`src/rtl/n64_pi_master.sv`:
```
// N64 parallel-interface bus master: turns one request into a multiplexed
// address/strobe cycle on the cartridge AD bus.
module n64_pi_master #(
  parameter int unsigned T_ALE = 4,
  parameter int unsigned T_STB = 8,
  parameter int unsigned T_GAP = 2
) (
  input  logic        CLK1,
  input  logic        RST,
  input  logic        REQ_VALID,
  output logic        REQ_READY,
  input  logic        REQ_WRITE,
  input  logic [31:0] REQ_ADDR,
  input  logic [15:0] REQ_WDATA,
  output logic        RSP_VALID,
  output logic [15:0] RSP_RDATA,
  output logic [15:0] N64_AD_OUT,
  output logic        N64_AD_OE,
  input  logic [15:0] N64_AD_IN,
  output logic        N64_ALE_H,
  output logic        N64_ALE_L,
  output logic        N64_READ_N,
  output logic        N64_WRITE_N
);

  localparam logic [7:0] ALE_LD = 8'(T_ALE - 1);
  localparam logic [7:0] STB_LD = 8'(T_STB - 1);
  localparam logic [7:0] GAP_LD = 8'(T_GAP - 1);

  typedef enum logic [2:0] {IDLE, ADDR_H, ADDR_L, STROBE, GAP} state_t;

  state_t      state, state_nxt;
  logic [7:0]  cnt, cnt_ld;
  logic        accept;
  logic [31:0] addr_q, addr_sel;
  logic        wr_q, wr_sel;
  logic [15:0] wdata_q, wdata_sel;
  logic        last;

  always_comb begin
    accept    = (state == IDLE) && REQ_VALID;
    last      = (cnt == 8'd0);
    addr_sel  = accept ? REQ_ADDR  : addr_q;
    wr_sel    = accept ? REQ_WRITE : wr_q;
    wdata_sel = accept ? REQ_WDATA : wdata_q;
    state_nxt = state;
    case (state)
      IDLE:    if (accept) state_nxt = ADDR_H;
      ADDR_H:  if (last)   state_nxt = ADDR_L;
      ADDR_L:  if (last)   state_nxt = STROBE;
      STROBE:  if (last)   state_nxt = GAP;
      GAP:     if (last)   state_nxt = IDLE;
      default:             state_nxt = IDLE;
    endcase
    cnt_ld = 8'd0;
    case (state_nxt)
      ADDR_H, ADDR_L: cnt_ld = ALE_LD;
      STROBE:         cnt_ld = STB_LD;
      GAP:            cnt_ld = GAP_LD;
      default:        cnt_ld = 8'd0;
    endcase
  end

  // Request fields are data: captured at accept only, never reset.
  always_ff @(posedge CLK1) begin
    if (accept) begin
      addr_q  <= REQ_ADDR;
      wr_q    <= REQ_WRITE;
      wdata_q <= REQ_WDATA;
    end
  end

  always_ff @(posedge CLK1) begin
    if (RST) begin
      state       <= IDLE;
      cnt         <= 8'd0;
      REQ_READY   <= 1'b1;
      RSP_VALID   <= 1'b0;
      RSP_RDATA   <= 16'h0000;
      N64_AD_OUT  <= 16'h0000;
      N64_AD_OE   <= 1'b0;
      N64_ALE_H   <= 1'b0;
      N64_ALE_L   <= 1'b0;
      N64_READ_N  <= 1'b1;
      N64_WRITE_N <= 1'b1;
    end else begin
      state     <= state_nxt;
      REQ_READY <= (state_nxt == IDLE);
      RSP_VALID <= 1'b0;
      if (state_nxt != state)
        cnt <= cnt_ld;
      else if (cnt != 8'd0)
        cnt <= cnt - 8'd1;

      // The edge closing the final strobe cycle is where the target's data is valid.
      if (state == STROBE && last && !wr_q) begin
        RSP_RDATA <= N64_AD_IN;
        RSP_VALID <= 1'b1;
      end

      N64_AD_OUT  <= 16'h0000;
      N64_AD_OE   <= 1'b0;
      N64_ALE_H   <= 1'b0;
      N64_ALE_L   <= 1'b0;
      N64_READ_N  <= 1'b1;
      N64_WRITE_N <= 1'b1;
      case (state_nxt)
        ADDR_H: begin
          N64_ALE_H  <= 1'b1;
          N64_ALE_L  <= 1'b1;
          N64_AD_OE  <= 1'b1;
          N64_AD_OUT <= addr_sel[31:16];
        end
        ADDR_L: begin
          // Halfword bus: byte-select bit is always presented as zero.
          N64_ALE_L  <= 1'b1;
          N64_AD_OE  <= 1'b1;
          N64_AD_OUT <= {addr_sel[15:1], addr_sel[0] & 1'b0};
        end
        STROBE: begin
          if (wr_sel) begin
            N64_WRITE_N <= 1'b0;
            N64_AD_OE   <= 1'b1;
            N64_AD_OUT  <= wdata_sel;
          end else begin
            N64_READ_N  <= 1'b0;
          end
        end
        default: ;
      endcase
    end
  end

endmodule

```
`config.mk`:
```
export PLATFORM = sky130hd
export DESIGN_NAME = n64_pi_master
export DESIGN_NICKNAME = d
export VERILOG_FILES = /design/src/rtl/n64_pi_master.sv
export SDC_FILE = /design/constraint.sdc
export NUM_CORES = 1
export LEC_CHECK = 0
export BUFFER_PORTS_ARGS = -buffer_cell sky130_fd_sc_hd__clkbuf_2
export CAP_MARGIN = 20
export CELL_PAD_IN_SITES_DETAIL_PLACEMENT = 0
export CELL_PAD_IN_SITES_GLOBAL_PLACEMENT = 1
export CORE_UTILIZATION = 25
export DETAILED_ROUTE_END_ITERATION = 6
export PLACE_DENSITY = 0.62
export SLEW_MARGIN = 5
export SYNTH_ARGS = -nofsm -noshare
export SYNTH_HDL_FRONTEND = slang
export SYNTH_SLANG_ARGS = --single-unit
```
`constraint.sdc`:
```
create_clock -name CLK1 -period 3.8 [get_ports CLK1]
set_input_delay 0.19 -clock CLK1 [delete_from_list [all_inputs] [get_ports CLK1]]
set_output_delay 0.19 -clock CLK1 [all_outputs]
set_load 0.005 [all_outputs]
```
==> out/results.tsv, run 1 <==
metric	value	unit
drtPass1Iterations	4	
synth_edf_count	0	
rsz0062_at_grt	no	
hold_violations	0	
hold_path.class	input pin to flop	
ys_warn_count	0	
fmax	0.4119	GHz
start_kind	flop	
placementRows	45	
cts-buffers-inserted	9	
synth.most_common_cell	dfxtp_1	
synthTopCellsByArea	dfxtp_1 (50%), mux2_2 (13%), mux2i_1 (4.4%)	
netlist_instances	362	
drive_gt1_share	39.87	%
p_leak	1.956	nW
fin_crit	2428	ps
arrival	2650	ps
drv_slew	0	
antenna_found_initial	0	
die_h	126.8	um
initial_core_util	25.60	%
overflow	0	
reg2reg_depth	5	
cts_hold_buffers	0	
required	4030	ps
ys_seq_elements	98	
grt_max_degree	67	
io_pins	107	
hold_ws	77.39	ps
core	0.01520	mm^2
dieWidth	126.8	um
cts.path.max_buffers	2	
p_comb_share	39.8	%
syn_area	0.003892	mm^2
clkSlewWorstSetupHoldPaths	70	ps
sw_frac_of_total	36.17	%
drc	0	
dr.first_iter.drc_count	133	
ys_async_sr_fraction	0	%
maxSlewHeadroom	30.64	%
final_antenna_net_count	0	
setup_tns	0	ps
grt_usage	12.65	%
synth_top_cell_by_area	dfxtp_1	
final_core_util	32.50	%
synth_commonest_cells	dfxtp_1 (98), mux2_2 (45), nor2_1 (23)	
max-cap-violations	0	
gp_congestion	0.7444	
viasPerCell	4.744	
cts_root_buf	clkbuf_16	
syn_avg_cell_area	10.75	um^2
regArea	0.001962	mm^2
fin_skew	9.933	ps
nets	528	
ir_worst_vdd	0.0003362	V
finalPower	4.264	mW
hold_depth	3	
p_clk_share	22.2	%
postCtsResizedCells	0	
wire_per_inst	15.21	um
area_growth	26.94	%
post_cts_buffers	0	
synth_top_cell_area_share	50.40	%
multiInputGateArea	0.001817	mm^2
status	completed	
setup_violations	0	
insertion_delay	340	ps
wirelength	9.915	mm
grt_pass1_wl	15.78	mm
io_buffers	105	
htree_levels	3	
synthFlopType	dfxtp_1	
vias	3093	
place_hpwl	6.871	mm
p_int	2.722	mW
dieArea	0.01607	mm^2
cts.sinks	98	
ys_seq_area_share	50.40	%
grt_pass1_vias	2946	
num_antenna_cells	0	
fillers	1562	
timing.final.crit_share	63.89	%
endpoint_kind	flop	
tightest_slew	1038	ps
p_switching	1.542	mW
cellPowerDensity	863.0	mW/mm^2
path_class	flop to flop	
synth_cell_types	49	
cts_tree	done	
p_seq_share	38.0	%
syn_nets	431	
path_max_fanout	11	
[placed cells by master, fill, tap and decap left out, types with 2 or more instances in the layout]
cell,count
clkbuf_2,105
dfxtp_1,98
mux2_2,45
nor2_1,23
o21ai_0,18
mux2i_1,17
o2111ai_1,16
a31oi_1,16
a22oi_1,15
a21oi_1,9
clkbuf_16,9
a211oi_1,8
buf_4,8
nand2_1,7
nor3_1,7
nor2b_1,4
xnor2_1,4
inv_1,3
nand3_1,3
o21bai_1,3
or2_2,3
inv_6,3
mux2_1,2
nand2b_1,2
or3b_2,2
nor3_2,2
a21boi_0,2
or3_1,2
a21o_1,2
[logic make-up (layout without fill, tap and decap cells)]
family / count (synthesis) / after routing / share of synthesized area, %
mux: 64 / 64 / 17.97
flops: 98 / 98 / 50.40
buf+inv: 31 / 133 / 3.439
fa+ha+maj: 1 / 1 / 0.3214
compound gates: 98 / 98 / 17.33
xor+xnor: 5 / 5 / 1.125
simple gates: 65 / 65 / 9.418
[critical path, cell delays in order (launching register included)]
cell,delay (ps)
dfxtp_1,360
or4_1,700
nor3_2,530
buf_4,280
o211ai_1,140
or2_2,300
[power groups by stage]
| stage | Sequential (mW) | Combinational [mW] | Clock, mW |
|---|---|---|---|
| after floorplan | 1.57 | 1.24 | 0 |
| after detailed placement | 1.64 | 1.70 | 0 |
| after CTS | 1.62 | 1.70 | 0.981 |
| after global placement | 1.63 | 1.66 | 0 |
| final | 1.62 | 1.70 | 0.947 |
| after global routing | 1.67 | 1.87 | 1.02 |
[routing by layer]
layer  vias up  track usage, %  wire length (um)
met5         -               0                 0
met4         0           3.782               106
met3         9           3.543               597
met2       106           19.56              4388
met1      1436           17.09              4823
li1       1542               -                 -
[worst paths after layout]
| check | start | to | slack (ps) |
|---|---|---|---|
| worst max-delay path | cnt[3]$_SDFFE_PP0P_ | N64_WRITE_N$_SDFF_PP1_ | 1370 |
| worst min-delay path | REQ_ADDR[16] | addr_q[16]$_DFF_P_ | 80 |
| worst max register to register | cnt[3]$_SDFFE_PP0P_ | N64_WRITE_N$_SDFF_PP1_ | 1370 |
| worst min register to register | addr_q[5]$_DFF_P_ | addr_q[5]$_DFF_P_ | 460 |
[registers in the layout, indices dropped and copies added, names as in the netlist, 3 cells and up]
register	cells
N64_AD_OUT	16
RSP_RDATA	16
addr_q	31
cnt	8
state	3
wdata_q	16
[final cells by class]
cell class	instances	share of cell area, %
clock buffers	11	4.913
clock inverters	5	1.367
inverters	3	0.2279
multi-input cells	233	36.77
flip-flops and latches	98	39.71
well taps	188	4.761
repair buffers	114	12.26
[per-stage QoR]
step           setup WS [ps]  cell area [um^2]  std cells
2_1_floorplan           1763              3892        362
3_3_place_gp            1419              4631        636
3_5_place_dp            1404              4631        636
4_1_cts                 1391              4941        652
5_1_grt                 1257              4941        652
6_report                1372              4941        652
Note: power is estimated with default switching activity, not from simulation.
==> run 2, diff against run 1 <==
--- a/config.mk
+++ b/config.mk
@@ -11,7 +11,7 @@
 export CELL_PAD_IN_SITES_GLOBAL_PLACEMENT = 1
 export CORE_UTILIZATION = 25
 export DETAILED_ROUTE_END_ITERATION = 6
-export PLACE_DENSITY = 0.62
+export PLACE_DENSITY = 0.64
 export SLEW_MARGIN = 5
 export SYNTH_ARGS = -nofsm -noshare
 export SYNTH_HDL_FRONTEND = slang
==> constraint.sdc (replaced) <==
create_clock -name CLK1 -period 2.13 [get_ports CLK1]
set_input_delay 0.1065 -clock CLK1 [delete_from_list [all_inputs] [get_ports CLK1]]
set_output_delay 0.1065 -clock CLK1 [all_outputs]
set_load 0.005 [all_outputs]
==> out/results.tsv, run 2 (synthesis results as in run 1) <==
metric	value	unit	change
grt_usage	13.18	%	+0.52 points
overflow	0		unchanged
cts_root_buf	clkbuf_16		
placementRows	45		unchanged
final_antenna_net_count	0		unchanged
cts_tree	done		
reg2reg_depth	5		unchanged
num_antenna_cells	0		unchanged
insertion_delay	350	ps	about the same
hold_path.class	input pin to flop		
dieWidth	126.8	um	unchanged
grt_pass1_wl	16.44	mm	+4.2%
area_growth	37.74	%	
fillers	1548		-0.90%
status	completed		
r2r_slack	150	ps	-1220 ps
path_class	flop to flop		
reg2reg_from	cnt[3]$_SDFFE_PP0P_		
dieArea	0.01607	mm^2	unchanged
initial_core_util	25.60	%	unchanged
required	2360	ps	-1670 ps
fin_crit	1982	ps	-446.2 ps
ir_worst_vdd	0.0007629	V	+130%
critical_path.top_delay_family	simple AND/OR/NAND/NOR gates		
hold_violations	0		unchanged
path_max_fanout	16		+5
nets	571		+8.1%
start_kind	flop		
drive_gt1_share	39.05	%	-0.82 points
arrival	2210	ps	-440 ps
dr.first_iter.drc_count	155		+17%
max-cap-violations	0		unchanged
place_hpwl	7.303	mm	+6.3%
cellPowerDensity	1455	mW/mm^2	+69%
r2r-end	RSP_RDATA[11]$_SDFFE_PP0P_		
multiInputGateArea	0.001823	mm^2	+0.34%
drtPass1Iterations	5		+1
drv_slew	0		unchanged
maxSlewHeadroom	69.69	%	+39 points
cts.path.max_buffers	2		unchanged
cts-buffers-inserted	9		unchanged
timing.final.crit_share	93.03	%	+29 points
fmax	0.5046	GHz	+23%
wirelength	10.26	mm	+3.4%
cpPeakStageDelay	710	ps	about the same
setup_violations	0		unchanged
cts.sinks	98		unchanged
final_cell_mix	clkbuf_2 (105), dfxtp_1 (98), mux2_2 (45)		
largest_reg_flops	31		unchanged
hold_depth	2		-1
rsz0062_at_grt	no		
antenna_found_initial	0		unchanged
vias	3277		+5.9%
p_leak	2.138	nW	+9.3%
clkSlewWorstSetupHoldPaths	70	ps	about the same
worstPathCellList	or4_1, nor4_4, buf_12, mux2i_1, nor2_1		
io_buffers	105		unchanged
core	0.01520	mm^2	unchanged
htree_levels	3		unchanged
post_cts_buffers	0		unchanged
tightest_slew	452.8	ps	-585.6 ps
holdCritStartpoint	REQ_ADDR[6]		
post-place-ws	145.8	ps	-1258 ps
min_to	addr_q[6]$_DFF_P_		
path_buf_inv	1		unchanged
cp_slowest_cell	or4_1		
io_pins	107		unchanged
regArea	0.001962	mm^2	unchanged
gp_congestion	0.7806		+4.9%
grt_max_degree	36		-46%
setup_tns	0	ps	unchanged
fin_skew	13.79	ps	+3.857 ps
grt_pass1_vias	3168		+7.5%
finalWorstSetupSlack	148.4	ps	-1224 ps
endpoint_kind	flop		
wire_per_inst	14.76	um	-3.0%
drc	0		unchanged
die_h	126.8	um	unchanged
regMostFlops	addr_q		
final_common_cell	clkbuf_2		
viasPerCell	4.715		-0.61%
==> run 2: changes by cell type in the layout (fill, tap and decap cells not counted), sizes merged <==
cell / delta
inv: -2
clkinvlp: +3
buf: +13
dlygate4sd3: +30
clkbuf: -1
==> run 2: how the worst max path moves through the flow <==
| stage | start | to | slack, ps | cells after the start |
|---|---|---|---|---|
| 2_1_floorplan | cnt[3]$_SDFFE_PP0P_ | RSP_RDATA[10]$_SDFFE_PP0P_ | 90 | 6 |
| 3_3_place_gp | cnt[3]$_SDFFE_PP0P_ | N64_WRITE_N$_SDFF_PP1_ | 170 | 4 |
| 3_5_place_dp | cnt[0]$_SDFFE_PP0P_ | N64_WRITE_N$_SDFF_PP1_ | 150 | 6 |
| 4_1_cts | cnt[0]$_SDFFE_PP0P_ | N64_WRITE_N$_SDFF_PP1_ | 130 | 6 |
| 5_1_grt | cnt[3]$_SDFFE_PP0P_ | RSP_RDATA[11]$_SDFFE_PP0P_ | 30 | 5 |
| 6_report | cnt[3]$_SDFFE_PP0P_ | RSP_RDATA[11]$_SDFFE_PP0P_ | 150 | 5 |
==> run 2: final cells by class <==
cell class	instances	area share (%)
Clock inverter	6	1.354
Tap cell	188	4.387
Clock buffer	10	4.271
Multi-Input combinational cell	233	34.00
Sequential cell	98	36.59
Timing Repair Buffer	157	19.18
Inverter	3	0.2100
==> run 2: worst register-to-register path: stages, from the launching register on <==
cell and delay (ps):
dfxtp_1 360, or4_1 710, nor4_4 320, buf_12 210, mux2i_1 210, nor2_1 60
==> run 2: routing by layer <==
metal	GRT usage, %	wire (um)	up-vias
met5	0	0	-
met1	17.31	4922	1534
li1	-	-	1632
met2	20.96	4642	98
met3	3.543	589	13
met4	4.272	101	0
==> run 2: report_power, final <==
part           internal, mW  switching [mW]  total [mW]  leakage [nW]
Sequential             2.54           0.296        2.84         0.813
Clock                 0.923           0.729        1.65         0.137
Combinational          1.54            1.77        3.31          1.19
==> run 2: through the flow <==
stage,hold slack [ps],instances,instance area (um^2),util (%),total power [mW]
after global routing,2.956,695,5361,35.27,8.367
after detailed placement,344.0,649,4753,31.27,6.124
final,8.288,695,5361,35.27,7.800
after CTS,0.01565,695,5355,35.23,7.857
after global placement,335.5,649,4753,31.27,6.047
after floorplan,210.1,362,3892,-,5.023
==> run 2: timing repair <==
| item | in CTS | in global routing |
|---|---|---|
| endpoints found under the setup margin | 0 | 1 |
| hold buffers | 30 | 0 |
| gates resized for setup | 0 | 1 |
| endpoints found under the hold margin | 30 | 0 |
